`src/rtl/uart_pkg.sv`:
```
// ============================================================================
// Module   : uart_pkg
// Brief    : Shared receiver state encoding, baud constant and width helper.
// Revision : 1.0
// ============================================================================
`default_nettype none

package uart_pkg;

    // 7.3728 MHz / 115200 baud
    localparam int unsigned c_BAUD_DIV = 64;

    typedef enum logic [2:0] {
        IDLE  = 3'd0,
        START = 3'd1,
        DATA  = 3'd2,
        STOP  = 3'd3,
        BREAK = 3'd4
    } rx_state_t;

    function automatic int unsigned count_width(input int unsigned depth);
        return $clog2(depth + 1);
    endfunction

endpackage

`default_nettype wire

```
`src/rtl/sync_2ff.sv`:
```
// ============================================================================
// Module   : sync_2ff
// Brief    : Two-flop synchroniser cell with active-low async reset.
// Revision : 1.0
// ============================================================================
`default_nettype none

module sync_2ff #(
    parameter logic RESET_VAL = 1'b1
) (
    input  logic clk,
    input  logic i_rst_n,
    input  logic i_d,
    output logic o_q
);

    logic r_meta;
    logic r_q;

    always_ff @(posedge clk or negedge i_rst_n) begin
        if (!i_rst_n) begin
            r_meta <= RESET_VAL;
            r_q    <= RESET_VAL;
        end else begin
            r_meta <= i_d;
            r_q    <= r_meta;
        end
    end

    assign o_q = r_q;

endmodule

`default_nettype wire

```
`src/rtl/sync_fifo.sv`:
```
// ============================================================================
// Module   : sync_fifo
// Brief    : Power-of-two FIFO with registered head word and occupancy count.
// Revision : 1.0
// ============================================================================
`default_nettype none

module sync_fifo
    import uart_pkg::*;
#(
    parameter int unsigned WIDTH = 8,
    parameter int unsigned DEPTH = 16
) (
    input  logic                          clk,
    input  logic                          rst,
    input  logic                          i_push,
    input  logic [WIDTH-1:0]              i_data,
    input  logic                          i_pop,
    output logic [WIDTH-1:0]              o_data,
    output logic                          o_empty,
    output logic                          o_full,
    output logic [count_width(DEPTH)-1:0] o_count
);

    localparam int unsigned AW = $clog2(DEPTH);
    localparam int unsigned CW = count_width(DEPTH);
    localparam logic [CW-1:0] c_FULL = CW'(DEPTH);
    localparam logic [CW-1:0] c_ONE  = CW'(1);

    logic [WIDTH-1:0] r_mem [DEPTH];
    logic [AW-1:0]    r_wr_ptr;
    logic [AW-1:0]    r_rd_ptr;
    logic [CW-1:0]    r_count;
    logic [WIDTH-1:0] r_head;
    logic             w_do_push;
    logic             w_do_pop;
    logic [AW-1:0]    w_rd_inc;

    assign o_empty   = (r_count == '0);
    assign o_full    = (r_count == c_FULL);
    assign w_do_pop  = i_pop && !o_empty;
    // A full FIFO still accepts a push when the head leaves in the same cycle
    assign w_do_push = i_push && (!o_full || w_do_pop);
    assign w_rd_inc  = r_rd_ptr + 1'b1;

    always_ff @(posedge clk) begin
        if (w_do_push) begin
            r_mem[r_wr_ptr] <= i_data;
        end
    end

    always_ff @(posedge clk or posedge rst) begin
        if (rst) begin
            r_wr_ptr <= '0;
            r_rd_ptr <= '0;
            r_count  <= '0;
            r_head   <= '0;
        end else begin
            if (w_do_push) begin
                r_wr_ptr <= r_wr_ptr + 1'b1;
            end
            if (w_do_pop) begin
                r_rd_ptr <= w_rd_inc;
            end
            case ({w_do_push, w_do_pop})
                2'b10:   r_count <= r_count + 1'b1;
                2'b01:   r_count <= r_count - 1'b1;
                default: r_count <= r_count;
            endcase
            // Head tracks the entry that will be at the read pointer next cycle
            if (w_do_pop) begin
                if (r_count > c_ONE) begin
                    r_head <= r_mem[w_rd_inc];
                end else if (w_do_push) begin
                    r_head <= i_data;
                end
            end else if (w_do_push && o_empty) begin
                r_head <= i_data;
            end
        end
    end

    assign o_data  = r_head;
    assign o_count = r_count;

endmodule

`default_nettype wire

```
`src/rtl/uart_rx_fifo.sv`:
```
// ============================================================================
// Module   : uart_rx_fifo
// Brief    : Mid-bit sampling UART receiver feeding a FIFO, with RTS and errors.
// Revision : 1.0
// ============================================================================
`default_nettype none

module uart_rx_fifo
    import uart_pkg::*;
#(
    parameter int unsigned CLKS_PER_BIT = c_BAUD_DIV,
    parameter int unsigned DATA_BITS    = 8,
    parameter int unsigned DEPTH        = 16,
    parameter int unsigned RTS_MARGIN   = 4
) (
    input  logic                          clk,
    input  logic                          rst,
    input  logic                          rx,
    output logic                          rts,
    output logic [DATA_BITS-1:0]          data,
    output logic                          valid,
    input  logic                          ready,
    output logic [count_width(DEPTH)-1:0] count,
    output logic                          framing_err,
    output logic                          overflow_err,
    input  logic                          clear_err
);

    localparam int unsigned CCW = $clog2(CLKS_PER_BIT);
    localparam int unsigned BCW = $clog2(DATA_BITS + 1);
    localparam int unsigned CW  = count_width(DEPTH);
    localparam logic [CCW-1:0] c_BIT_LAST  = CCW'(CLKS_PER_BIT - 1);
    localparam logic [CCW-1:0] c_HALF_LAST = CCW'(CLKS_PER_BIT / 2 - 1);
    localparam logic [BCW-1:0] c_DATA_LAST = BCW'(DATA_BITS - 1);
    localparam logic [CW-1:0]  c_RTS_LEVEL = CW'(DEPTH - RTS_MARGIN);

    rx_state_t            r_state,   w_state_nxt;
    logic [CCW-1:0]       r_clk_cnt, w_clk_cnt_nxt;
    logic [BCW-1:0]       r_bit_cnt, w_bit_cnt_nxt;
    logic [DATA_BITS-1:0] r_shift,   w_shift_nxt;
    logic                 w_push;
    logic                 w_frame_err;
    logic                 w_rst_n;
    logic                 w_rx_s;
    logic                 w_pop;
    logic                 w_drop;
    logic                 w_empty;
    logic                 w_full;
    logic [CW-1:0]        w_count;
    logic                 r_rts;
    logic                 r_framing_err;
    logic                 r_overflow_err;

    assign w_rst_n = ~rst;

    sync_2ff #(
        .RESET_VAL (1'b1)
    ) u_sync (
        .clk     (clk),
        .i_rst_n (w_rst_n),
        .i_d     (rx),
        .o_q     (w_rx_s)
    );

    always_ff @(posedge clk or posedge rst) begin
        if (rst) begin
            r_state   <= IDLE;
            r_clk_cnt <= '0;
            r_bit_cnt <= '0;
            r_shift   <= '0;
        end else begin
            r_state   <= w_state_nxt;
            r_clk_cnt <= w_clk_cnt_nxt;
            r_bit_cnt <= w_bit_cnt_nxt;
            r_shift   <= w_shift_nxt;
        end
    end

    always_comb begin
        w_state_nxt   = r_state;
        w_clk_cnt_nxt = r_clk_cnt + 1'b1;
        w_bit_cnt_nxt = r_bit_cnt;
        w_shift_nxt   = r_shift;
        w_push        = 1'b0;
        w_frame_err   = 1'b0;
        case (r_state)
            IDLE: begin
                w_clk_cnt_nxt = '0;
                if (!w_rx_s) begin
                    w_state_nxt   = START;
                    w_bit_cnt_nxt = '0;
                end
            end
            START: begin
                if (r_clk_cnt == c_HALF_LAST) begin
                    w_clk_cnt_nxt = '0;
                    w_state_nxt   = w_rx_s ? IDLE : DATA;
                end
            end
            DATA: begin
                if (r_clk_cnt == c_BIT_LAST) begin
                    w_clk_cnt_nxt = '0;
                    w_shift_nxt   = {w_rx_s, r_shift[DATA_BITS-1:1]};
                    w_bit_cnt_nxt = r_bit_cnt + 1'b1;
                    if (r_bit_cnt == c_DATA_LAST) begin
                        w_state_nxt = STOP;
                    end
                end
            end
            STOP: begin
                if (r_clk_cnt == c_BIT_LAST) begin
                    w_clk_cnt_nxt = '0;
                    if (w_rx_s) begin
                        w_push      = 1'b1;
                        w_state_nxt = IDLE;
                    end else begin
                        w_frame_err = 1'b1;
                        w_state_nxt = BREAK;
                    end
                end
            end
            BREAK: begin
                // Held-low line must return high before a new start is seen
                w_clk_cnt_nxt = '0;
                if (w_rx_s) begin
                    w_state_nxt = IDLE;
                end
            end
            default: begin
                w_clk_cnt_nxt = '0;
                w_state_nxt   = IDLE;
            end
        endcase
    end

    assign w_pop  = ready && !w_empty;
    assign w_drop = w_push && w_full && !w_pop;

    sync_fifo #(
        .WIDTH (DATA_BITS),
        .DEPTH (DEPTH)
    ) u_fifo (
        .clk     (clk),
        .rst     (rst),
        .i_push  (w_push),
        .i_data  (r_shift),
        .i_pop   (w_pop),
        .o_data  (data),
        .o_empty (w_empty),
        .o_full  (w_full),
        .o_count (w_count)
    );

    // rts lags the occupancy by one cycle; a new error wins over a clear
    always_ff @(posedge clk or posedge rst) begin
        if (rst) begin
            r_rts          <= 1'b1;
            r_framing_err  <= 1'b0;
            r_overflow_err <= 1'b0;
        end else begin
            r_rts          <= (w_count >= c_RTS_LEVEL);
            r_framing_err  <= w_frame_err | (r_framing_err  & ~clear_err);
            r_overflow_err <= w_drop      | (r_overflow_err & ~clear_err);
        end
    end

    assign valid        = ~w_empty;
    assign count        = w_count;
    assign rts          = r_rts;
    assign framing_err  = r_framing_err;
    assign overflow_err = r_overflow_err;

endmodule

`default_nettype wire

```
`config.mk`:
```
export PLATFORM = sky130hd
export DESIGN_NAME = uart_rx_fifo
export DESIGN_NICKNAME = d
export VERILOG_FILES = /design/src/rtl/uart_pkg.sv /design/src/rtl/sync_2ff.sv /design/src/rtl/sync_fifo.sv /design/src/rtl/uart_rx_fifo.sv
export SDC_FILE = /design/constraint.sdc
export NUM_CORES = 1
export LEC_CHECK = 0
export ABC_AREA = 0
export CAP_MARGIN = 20
export CORE_MARGIN = 2
export CORE_UTILIZATION = 25
export CTS_BUF_LIST = sky130_fd_sc_hd__clkbuf_2
export CTS_CLUSTER_SIZE = 24
export DETAILED_ROUTE_END_ITERATION = 16
export HOLD_SLACK_MARGIN = 0.06
export PLACE_DENSITY_LB_ADDON = 0.08
export SLEW_MARGIN = 25
export SYNTH_ARGS = -nofsm -noshare
export SYNTH_HDL_FRONTEND = slang
export SYNTH_HIERARCHICAL = 1
export SYNTH_SLANG_ARGS = --single-unit
export TNS_END_PERCENT = 10
```
`constraint.sdc`:
```
create_clock -name clk -period 2.6 [get_ports clk]
set_input_delay 0.26 -clock clk [delete_from_list [all_inputs] [get_ports clk]]
set_output_delay 0.26 -clock clk [all_outputs]
set_load 0.005 [all_outputs]
```
==> reports/summary.json <==
{
  "synth_enable_flop_cells": 128,
  "placementRows": 63,
  "synth.lib_cells_used.distinct": 62,
  "routed-via-count": 4247,
  "timing.critical_path.max_delay_family": "simple AND/OR/NAND/NOR gates",
  "synth-warning-count": 6,
  "ant_nets": 0,
  "synth_area_leaders": "sky130_fd_sc_hd__edfxtp_1, sky130_fd_sc_hd__dfrtp_1, sky130_fd_sc_hd__mux4_2",
  "layout-area-overhead-vs-synth_pct": 17.3,
  "post_route_cells_drive_above_1_share_pct": 25.9,
  "gpl.final_weighted_congestion": 0.802,
  "hpwl_um": 12700,
  "finish.cell_count_without_fillers": 932,
  "maxSlewHeadroom_pct": 44.6,
  "placed_cells_incl_taps": 890,
  "min-delay-path-class": "in2async",
  "post_synth_instance_area_sq_mm": 0.00761,
  "crit_fanout": 8,
  "via_count_of_the_first_global_routing_pass": 4377,
  "dieArea_sq_mm": 0.0319,
  "grtUsageTotal_pct": 12.6,
  "instance_count_of_the_mapped_netlist": 459,
  "fp.dieH_um": 178,
  "cap_violations": 0,
  "cts.sink_count": 175,
  "postRouteWirelength_um": 18800,
  "synth.net_count": 475,
  "die_w_um": 178,
  "total_leakage_power_nw": 3.35,
  "power_per_cell_area_mw_per_mm2": 835,
  "power.ir.vdd_worst_uv": 529,
  "port-buffer-count": 21,
  "clock-root-buffer": "sky130_fd_sc_hd__clkbuf_2",
  "drt_iter0_markers": 281,
  "power_total_mw": 7.45,
  "clock_latency_ps": 760,
  "clkSlewWorstSetupHoldPaths_ps": 310,
  "yosys_register_bits": 175,
  "max-clock-path-buffers": 2,
  "worst_slew_pin_slew_ps": 831,
  "wire_length_per_cell_um": 20.2,
  "timing.critical_path.buf_inv": 3,
  "tritoncts": "built",
  "max_clk_rate_ghz": 0.408,
  "drt-pass1-iter-count": 6,
  "synth-main-ff-cell": "sky130_fd_sc_hd__edfxtp_1",
  "timing.setup.critical_path_class": "reg2reg",
  "grt_antenna_before_repair": 2,
  "worst_setup_path_end_kind": "flop",
  "timing_max_transition_violations_final": 0,
  "critPathMaxStageDelay_ps": 440,
  "synth-async-reset-ratio_pct": 26.9,
  "htree_num_levels": 4,
  "critical_path.most_common_cell": "sky130_fd_sc_hd__buf_4",
  "final-hold-violation-count": 0,
  "rsz0062_at_grt": "yes",
  "post_synthesis_mean_instance_area_sq_um": 16.6,
  "final.setup_skew_ps": 67.7,
  "critPathSlowestCell": "sky130_fd_sc_hd__dfrtp_1",
  "grt_start_max_net_pins": 39,
  "initial_core_util_pct": 25.5,
  "setup_viol": 0,
  "global_route.overflow_total": 0,
  "crit_chain": "ha_2 -> and4_1 -> and4_2 -> inv_1 -> a41oi_2 -> buf_4 -> nand2_1 -> nor3_1 -> buf_4",
  "finish.net_count": 543,
  "core-area_sq_mm": 0.0298,
  "cp_data_required_time_ps": 3040,
  "cts_buffers": 17,
  "drc": 0,
  "outcome": "complete, no violations",
  "netlist.top_cell.by_area": "sky130_fd_sc_hd__edfxtp_1",
  "grt_pass1_wl_um": 28700,
  "layout_min_cycle_time_ps": 2450,
  "synth.yosys.seq_area_share_pct": 66.0,
  "synthDominantCellAreaShare_pct": 50.5,
  "fin_crit_sh_pct": 94.2,
  "detail_route.vias_per_cell": 4.56,
  "critPathLaunchType": "flop",
  "cp.arrival_ps": 2890,
  "ioPinCount": 22
}
-- final cells by class --
class	instances	area (sq um)
repair buffers	70	613
inverters	13	48.8
fillers	2947	20900
diodes	2	5.00
multi-input cells	250	2430
clock inverters	15	226
clock buffers	17	85.1
well taps	390	488
flip-flops and latches	175	5030
-- kinds of logic (layout without fill, tap and decap cells) --
family | count (synthesis) | count (layout) | share of synthesized area (%)
buffers and inverters | 34 | 115 | 2.53
AND/OR/NAND/NOR | 117 | 117 | 8.93
other | 0 | 2 | 0
flip-flops | 175 | 175 | 66.0
multiplexers | 49 | 49 | 12.9
XOR/XNOR | 14 | 14 | 1.61
adder cells (fa/ha/maj) | 11 | 11 | 1.81
AO/OA/AOI/OAI | 59 | 59 | 6.20
-- final timing paths --
kind | from | end | slack, ps | cells past startpoint
worst min-delay path | rst | r_state[0] | 290 | 3
min in group clk | u_sync/r_meta | u_sync/o_q | 380 | 0
max in group asynchronous | rst | u_fifo/o_data[4] | 1580 | 4
worst max-delay path | r_clk_cnt[0] | u_fifo/r_mem[0][4] | 150 | 9
worst min register to register | u_sync/r_meta | u_sync/o_q | 380 | 0
worst max register to register | r_clk_cnt[0] | u_fifo/r_mem[0][4] | 150 | 9
-- state kept, by name, indices dropped and copies added (netlist names), 3 cells and up --
signal,cells
u_fifo/r_mem,128
r_shift,8
u_fifo/o_data,8
r_clk_cnt,6
u_fifo/o_count,5
r_bit_cnt,4
u_fifo/r_rd_ptr,4
u_fifo/r_wr_ptr,4
r_state,3
-- cells in the mapped netlist (2+ instances only) --
master	number
sky130_fd_sc_hd__buf_1	2
sky130_fd_sc_hd__nand3_1	5
sky130_fd_sc_hd__buf_2	8
sky130_fd_sc_hd__dfstp_2	3
sky130_fd_sc_hd__nor3_1	8
sky130_fd_sc_hd__mux2i_1	8
sky130_fd_sc_hd__buf_6	4
sky130_fd_sc_hd__o211ai_1	2
sky130_fd_sc_hd__nand4_1	7
sky130_fd_sc_hd__clkbuf_1	3
sky130_fd_sc_hd__a31oi_1	4
sky130_fd_sc_hd__o21ai_0	8
sky130_fd_sc_hd__and4_1	2
sky130_fd_sc_hd__or3_1	2
sky130_fd_sc_hd__and4b_1	2
sky130_fd_sc_hd__nand2_1	18
sky130_fd_sc_hd__o21bai_1	4
sky130_fd_sc_hd__xnor2_1	11
sky130_fd_sc_hd__xor2_1	3
sky130_fd_sc_hd__a21o_2	3
sky130_fd_sc_hd__nand2b_1	3
sky130_fd_sc_hd__dfrtp_1	44
sky130_fd_sc_hd__a21oi_1	14
sky130_fd_sc_hd__inv_1	12
sky130_fd_sc_hd__ha_1	11
sky130_fd_sc_hd__nor3b_1	24
sky130_fd_sc_hd__nor2b_1	4
sky130_fd_sc_hd__edfxtp_1	128
sky130_fd_sc_hd__buf_4	2
sky130_fd_sc_hd__mux4_1	14
sky130_fd_sc_hd__or2_2	8
sky130_fd_sc_hd__a211oi_4	2
sky130_fd_sc_hd__a31oi_2	2
sky130_fd_sc_hd__a2111oi_1	8
sky130_fd_sc_hd__mux4_2	18
sky130_fd_sc_hd__and2_1	2
sky130_fd_sc_hd__nor2_1	24
sky130_fd_sc_hd__mux2_4	8
-- power breakdown --
group	internal, mW	switching (mW)	total, mW
registers	3.15	0.219	3.37
logic	1.04	1.29	2.33
clock network	0.746	1.01	1.76
total	4.94	2.52	7.45
-- layout by cell type, fill, tap and decap left out, drive strengths merged, types with 4 or more instances in the layout --
| master | count |
|---|---|
| a2111oi | 8 |
| bufinv | 5 |
| nor2b | 5 |
| o21ai | 8 |
| o21bai | 4 |
| a21o | 4 |
| nor3 | 8 |
| edfxtp | 128 |
| or2 | 9 |
| nand4 | 7 |
| nand3 | 5 |
| nor3b | 24 |
| xnor2 | 11 |
| mux2 | 9 |
| a21oi | 14 |
| inv | 20 |
| mux4 | 32 |
| a31oi | 7 |
| ha | 11 |
| nand2 | 19 |
| mux2i | 8 |
| clkbuf | 17 |
| buf | 46 |
| dfrtp | 44 |
| nor2 | 24 |
| clkdlybuf4s50 | 20 |
-- per-layer routing --
layer / up-vias / GRT usage (%) / share of wire, %
li1: 1938 / - / -
met1: 2235 / 17.1 / 47
met2: 58 / 20.3 / 48
met3: 16 / 2.26 / 2.9
met4: 0 / 4.07 / 1.4
met5: - / 0 / 0
-- metrics by stage --
| step | area [sq um] | hold slack, ps | worst slack [ps] | utilization (%) | TNS (ps) |
|---|---|---|---|---|---|
| 4_1_cts | 8890 | 220 | 34.1 | 29.8 | 0 |
| 5_1_grt | 8930 | 242 | -35.2 | 30.0 | -125 |
| 3_3_place_gp | 8510 | 350 | 180 | 28.5 | 0 |
| 6_report | 8930 | 286 | 152 | 30.0 | 0 |
| 2_1_floorplan | 7620 | 237 | -182 | - | -4390 |
| 3_5_place_dp | 8510 | 350 | 130 | 28.5 | 0 |
-- timing repair --
| item | in CTS | in global routing |
|---|---|---|
| buffers inserted | 4 | 1 |
| hold endpoints to repair | 22 | 0 |
| hold buffers | 3 | 0 |
| endpoints found under the setup margin | 1 | 123 |
| resized for setup | 6 | 6 |
-- worst register-to-register path, delay by kind of cell, from the launching register on --
kind | cells | cell delay, ps
buf+inv | 3 | 490
flops | 1 | 440
simple gates | 4 | 780
compound gates | 1 | 190
fa+ha+maj | 1 | 220
Note: power is estimated with default switching activity, not from simulation.
==> edit, RTL diff (same settings) <==
`RESET_VAL` is set to 1'b1 in 2 places; all go to 1'b0.
--- a/src/rtl/sync_2ff.sv
+++ b/src/rtl/sync_2ff.sv
@@ -8,3 +8,3 @@
 module sync_2ff #(
-    parameter logic RESET_VAL = 1'b1
+    parameter logic RESET_VAL = 1'b0
 ) (
--- a/src/rtl/uart_rx_fifo.sv
+++ b/src/rtl/uart_rx_fifo.sv
@@ -56,3 +56,3 @@
     sync_2ff #(
-        .RESET_VAL (1'b1)
+        .RESET_VAL (1'b0)
     ) u_sync (
Formal check against the unedited RTL: no difference found for any inputs over 10 cycles, from zero or initial values and one cycle with rst high; that may be too few to reach the edited logic, so the function may still have changed.
==> edit against the unedited design <==
Synthesized area is essentially flat. Power shrank 4.5%. Sequential cell count is the same. Worst setup slack gained 0.080 ns. Final area shrank 0.94%. Wire length shrank 2.4%. Die area is essentially flat.
==> edit: results (changes against the unedited design) <==
# diodes 1 (-1); HPWL reported at the end of detailed placement 12700 um (-0.38%); flip-flop and latch count after synthesis 175 (unchanged); worst clock skew on the final layout 0.0500 ns (-0.0176 ns); Clock buf/inv share 2.84% (-0.65 points); routed wire length 18400 um (-2.4%); WL met2 8840 um (-2.7%); main area contributors after synthesis edfxtp_1 51%, dfrtp_1 15%, mux4_2 5.3%; wire length of the first global-routing pass 27900 um (-2.7%); share of the synthesized netlist area taken by xor and xnor gates 1.61% (about the same); IO buf count 21 (unchanged); Post-Place Worst Slack 0.154 ns (+0.0232 ns); number of enable flip-flop cells after synthesis 128 (unchanged); leakage power 3.32 nW (-1.0%); routed wl met3 630 um (+16%); transition time of the tightest slew-check pin 0.815 ns (-0.0160 ns); largest net degree at the start of global routing 39 (unchanged); number of buffers other than clock buffers in the final layout 68 (-2.9%); M1 WL 8720 um (-2.4%); drt via density 4.53 (-0.69%); antenna violations before repair 4 (+2); share of layout cells above drive strength 1 25.5% (-0.46 points); Crit Reg-Reg Endpoint u_fifo/r_mem[0][1]; share of cell area taken by flip-flops and latches 56.8% (+0.51 points); critical path arrival 2.86 ns (-0.03 ns); Final GP Congestion 0.759 (-5.4%); depth of the worst register-to-register path 9 (unchanged); clock buffers 17 (unchanged); Non-Clock Buffer Area Fraction 6.72% (-0.15 points); highest signal layer in the routed design met4; Global Route Usage Sum 12.2% (-0.34 points); Setup Fix Bufs, Post-CTS 3 (-1); post-synthesis adder-cell area fraction 1.81% (about the same); CTS Buffer Depth 2 (unchanged); CP peak stage delay 0.42 ns (-0.02 ns); Filler cells 2965 (+0.61%); met3 Track Usage GR 2.71% (+0.45 points); met2 Resource Use GR 19.6% (-0.68 points); post-synthesis async set-or-reset flop share 26.9% (unchanged); period utilization 91.1% (-3.1 points); slack of the worst reg-to-reg path 0.23 ns (+0.08 ns); detailed-routing iteration count for the pre-antenna-repair pass 4 (-2); First DRT Iteration DRCs 299 (+6.4%); Compound-Gate Fraction of Synth Area 6.20% (about the same); number of nets at the end of the flow 541 (-0.37%); sequential-to-total area share from yosys stat 66.0% (about the same); worst vdd ir 0.550 mV (+3.8%); category of the most critical setup path reg2reg; outcome complete, no violations; clock transition at the register clock pins on the worst setup and hold paths after CTS 0.29 ns (-0.02 ns); proportion of synthesized area in mux cells 12.9% (about the same); most frequent cells after synthesis 128 x edfxtp_1, 46 x dfrtp_1, 24 x nor2_1, 24 x nor3b_1; vias in the first global route 4312 (-1.5%); slowest cell on the critical path dfrtp_1; count of multi-input gates 250 (unchanged); Multi-input gate area 2430 um^2 (unchanged); met1 Resource Use GR 16.7% (-0.37 points)
==> edit: cell types whose count changed in the layout (fill, tap and decap cells not counted), sizes merged <==
| cell | delta |
|---|---|
| clkinv | +4 |
| dfrtp | +2 |
| inv | +2 |
| clkinvlp | -1 |
| diode | -1 |
| bufinv | -5 |
| dfstp | -2 |
| buf | -2 |
==> edit: worst min-delay path: stages <==
cell and delay [ns]:
dlygate4sd3_1 0.54, clkdlybuf4s50_1 0.44, inv_1 0.35
==> edit: metrics by stage <==
stage	instance area [um^2]	hold slack [ns]	cells	util, %
after floorplan	7610	0.237	459	-
after global placement	8500	0.334	889	28.5
after detailed placement	8500	0.336	889	28.5
after CTS	8810	0.285	927	29.6
after global routing	8840	0.287	929	29.7
final	8840	0.359	929	29.7
==> edit: report_power, final <==
part	internal (mW)	total, mW	switching [mW]
Clock	0.331	1.45	1.12
Combinational	1.04	2.31	1.26
Sequential	3.15	3.36	0.217
